[config.mk]
export PLATFORM = sky130hd
export DESIGN_NAME = cla2_serial_sequencer
export DESIGN_NICKNAME = d
export VERILOG_FILES = /design/src/rtl/cla2_serial_sequencer.sv
export SDC_FILE = /design/constraint.sdc
export NUM_CORES = 1
export LEC_CHECK = 0
export ABC_AREA = 0
export CORE_AREA = 3 3 56 68
export DETAILED_ROUTE_END_ITERATION = 8
export DIE_AREA = 0 0 59 71
export PLACE_DENSITY = 0.7
export SLEW_MARGIN = 20
export SYNTH_ARGS = -nofsm -noshare
export SYNTH_HDL_FRONTEND = slang
export SYNTH_SLANG_ARGS = --single-unit
[constraint.sdc]
create_clock -name clk -period 5.6 [get_ports clk]
set_input_delay 0.84 -clock clk [delete_from_list [all_inputs] [get_ports clk]]
set_output_delay 0.84 -clock clk [all_outputs]
set_load 0.03 [all_outputs]
[src/rtl/cla2_serial_sequencer.sv]
// Multi-cycle W-bit adder: one 2-bit carry-lookahead slice per cycle, LSB slice first.
// Optional signed-overflow output enabled by defining CLA2_SEQ_OVF_EN.
module cla2_serial_sequencer #(
    parameter int W = 8,
    localparam int CW = (W / 2 > 1) ? $clog2(W / 2) : 1
) (
    input  logic         clk,
    input  logic         rst_n,
    input  logic         start,
    input  logic [W-1:0] a,
    input  logic [W-1:0] b,
    input  logic         cin,
    output logic         busy,
    output logic         done,
    output logic [W-1:0] sum,
    output logic         cout
`ifdef CLA2_SEQ_OVF_EN
    ,
    output logic         ovf
`endif
);

    typedef enum logic [1:0] {
        IDLE = 2'd0,
        RUN  = 2'd1,
        DONE = 2'd2
    } state_t;

    state_t        state;
    state_t        state_nxt;
    logic [CW-1:0] cnt;
    logic          carry;
    logic [W-1:0]  a_r;
    logic [W-1:0]  b_r;

    logic          accept;
    logic          last;
    logic [1:0]    a_sl;
    logic [1:0]    b_sl;
    logic [1:0]    g;
    logic [1:0]    p;
    logic          c1;
    logic          c2;

    // DONE accepts a new start just like IDLE, giving back-to-back operation.
    assign accept = start && ((state == IDLE) || (state == DONE));
    assign last   = (cnt == CW'(W / 2 - 1));

    assign a_sl = a_r[{cnt, 1'b0} +: 2];
    assign b_sl = b_r[{cnt, 1'b0} +: 2];
    assign g    = a_sl & b_sl;
    assign p    = a_sl ^ b_sl;
    assign c1   = g[0] | (p[0] & carry);
    assign c2   = g[1] | (p[1] & c1);

    assign busy = (state == RUN);
    assign done = (state == DONE);

    always_ff @(posedge clk) begin
        if (!rst_n) begin
            state <= IDLE;
        end else begin
            state <= state_nxt;
        end
    end

    always_comb begin
        state_nxt = state;
        case (state)
            IDLE:    state_nxt = start ? RUN : IDLE;
            RUN:     state_nxt = last ? DONE : RUN;
            DONE:    state_nxt = start ? RUN : IDLE;
            default: state_nxt = IDLE;
        endcase
    end

    always_ff @(posedge clk) begin
        if (!rst_n) begin
            cnt   <= '0;
            carry <= 1'b0;
            a_r   <= '0;
            b_r   <= '0;
            sum   <= '0;
            cout  <= 1'b0;
`ifdef CLA2_SEQ_OVF_EN
            ovf   <= 1'b0;
`endif
        end else if (accept) begin
            a_r   <= a;
            b_r   <= b;
            carry <= cin;
            cnt   <= '0;
            sum   <= '0;
            cout  <= 1'b0;
`ifdef CLA2_SEQ_OVF_EN
            ovf   <= 1'b0;
`endif
        end else if (state == RUN) begin
            sum[{cnt, 1'b0} +: 2] <= {p[1] ^ c1, p[0] ^ carry};
            carry <= c2;
            if (last) begin
                cout <= c2;
`ifdef CLA2_SEQ_OVF_EN
                // Carry into the MSB differs from carry out of it on signed overflow.
                ovf  <= c1 ^ c2;
`endif
            end else begin
                cnt <= cnt + 1'b1;
            end
        end
    end

endmodule
==> flow_summary.ini <==
[setup_path]
worstPathCellList = nor2b_1, clkdlybuf4s50_1
cp_max_fo = 10
r2r_start = cnt[0]
reg2reg_to = sum[7]
worstRegToRegCells = 6
slowest_stage = clkdlybuf4s50_1
arrival_ns = 2.20
criticalPathCategory = reg -> out
required_ns = 4.76
critical-path-max-stage-delay_ns = 0.81
endpoint_kind = output port
ff2ff_setup_slack_ns = 2.64
crit_path_start_kind = register

[synth]
ys_top_cells_by_count = nand2_1 (41), dfxtp_1 (30), a21boi_0 (16)
yosys-top-cells-area = dfxtp_1 (42%), nand2_1 (11%), a21boi_0 (8.5%), mux4_2 (6.4%), ha_1 (5.3%)
synthFlopType = dfxtp_1
synth-edff-count = 0
avgSynthCellArea_um2 = 9.257
synth_cells = 153
yosys_warnings = 0
synth.distinct_cells = 28
synth_fp_nets = 181
synthArstFlopShare_pct = 0
ys_ff_latch = 30
synth_top_area_cell = dfxtp_1
synth.most_common_cell = nand2_1
syn-cell-area_um2 = 1416
yosysTopAreaCellShare_pct = 42.40
synth_seq_area_share_pct = 42.40

[routing]
drt_wl_total_um = 2680
wl_per_cell_um = 12.24
drt_drc_violations_left = 0
firstDrtPassIters = 4
drtAntennaViolNets = 0
vias = 1119
via_per_inst = 5.110
drt_iter0_markers = 30

[final_layout]
layout.nets = 209
drive_above_1_share_pct = 6.593
antenna_cells = 0
syn_to_final_growth_pct = 27.47

[cts]
cts-root-buf = clkbuf_8
htreeDepth = 2
cts_tree = yes
clockBufferDepth = 2
postCtsSetupBuffers = 0
ctsResizeCount = 0
cts.reportedPaths.clkPinSlew_ns = 0.06
cts.hold.buffers_added = 0
numCtsBuffers = 5
cts.sinks = 30
worstSkewPairLatency_ns = 0.28

[die]
dieArea_um2 = 4189
start_util_pct = 43.17
rows = 23
die_w_um = 59
coreArea_um2 = 3281
die_h_um = 71
pin_count = 31

[placed_design]
gp_congestion = 0.8047
hpwl_um = 2081
io_buffer_count = 30

[timing]
tns_ns = 0
clock_skew_ns = 0.006957
rsz0062_at_grt = false
max_freq_mhz = 328.9
maxSlewHeadroom_pct = 52.21
fin_crit_sh_pct = 54.29
setup_viol = 0
worstMarginPinSlew_ns = 0.7154
period_needed_ns = 3.040
hold_viol_final = 0
drv_slew = 0

[worst_hold_path]
hp-class = reg -> reg
holdPathStages = 2
worstHoldStart = sum[4]
holdPathEnd = sum[4]

[grt]
gr-total-overflow = 0
antenna_found_initial = 0
use_met2_pct = 24.08
grt_util_all_layers_pct = 14.54
globalRoute.busiestLayer = met2
grt_max_degree = 21
grt.met3_usage_pct = 3.832
met1_usage_pct = 16.48
grt_pass1_vias = 1053
grt_pass1_wl_um = 4609

[power]
p_per_area_nw_per_um2 = 261.9
vdd_drop_max_v = 0.0001709
leakage_nw = 0.6673
fin_total_pwr_uw = 472.8

[flow_run]
drv_cap = 0

[status]
status = finished, final reports clean
==> sequential cells by signal (all words and copies together) (netlist names) <==
name   flops
state      2
cout       1
a_r        8
b_r        8
sum        8
cnt        2
carry      1
==> placed cells by master, fill, tap and decap left out, types with 2 or more instances in the layout <==
cell type and count:
nand2_1 41, dfxtp_1 30, clkdlybuf4s50_1 30, a21boi_0 16, a21oi_1 10, ha_1 6, clkbuf_8 6, mux4_2 4
nand3b_1 4, nand4_1 4, inv_1 3, nand2b_1 3, or4_1 3, and2b_1 2, nor3b_1 2, nand3_1 2
mux2i_1 2, nor2_1 2, fa_1 2
==> worst max-delay path by stage <==
stage | end | start | depth (start not counted)
after CTS | busy | state[0] | 2
after global placement | sum[1] | cnt[0] | 6
final | busy | state[0] | 2
after floorplan | sum[1] | cnt[0] | 7
after detailed placement | sum[7] | cnt[0] | 6
after global routing | busy | state[0] | 2
==> per-layer routing <==
metal / up-vias / wire length [µm]
met5: - / 0
met4: 0 / 52
met3: 6 / 157
met2: 32 / 1336
met1: 500 / 1133
li1: 581 / -
==> metrics by stage <==
stage                     cells  setup slack [ns]  instance area, µm²  hold slack (ns)  utilization (%)
final                       219             2.560                1805           0.4504            55.03
after global routing        219             2.445                1805           0.4787            55.03
after CTS                   219             2.567                1805           0.4577            55.03
after detailed placement    211             2.621                1714           0.4496            52.25
after global placement      211             2.685                1714           0.4400            52.25
after floorplan             153             2.926                1416           0.4403                -
==> final cells by class <==
cell class,instances,area (µm²)
Fill cell,311,1475
Multi-Input combinational cell,111,755.7
Sequential cell,30,600.6
Timing Repair Buffer,30,300.3
Clock buffer,7,86.33
Tap cell,37,46.29
Inverter,3,11.26
Clock inverter,1,5.005
==> worst max-delay path: cells and delay by family, from the launching register on <==
family | cells | cell delay [ns]
flip-flops | 1 | 0.48
buffers and inverters | 1 | 0.81
AND/OR/NAND/NOR | 1 | 0.63
==> power by group <==
group | internal (mW) | switching (mW) | leakage (nW) | total (mW)
logic | 0.0336 | 0.0303 | 0.374 | 0.0638
clock network | 0.0989 | 0.0787 | 0.0482 | 0.178
registers | 0.223 | 0.00841 | 0.245 | 0.231
total | 0.355 | 0.117 | 0.667 | 0.473
==> cell families (layout without fill, tap and decap cells) <==
group           count (synthesis)  in the layout  synth area share (%)
compound gates                 29             29                 13.60
flops                          30             30                 42.40
buf+inv                        12             41                 4.240
xor+xnor                        1              1                0.6185
fa+ha+maj                       8              8                 8.127
simple gates                   67             67                 23.23
mux                             6              6                 7.774
No activity file was read; power rests on OpenSTA's default activity.
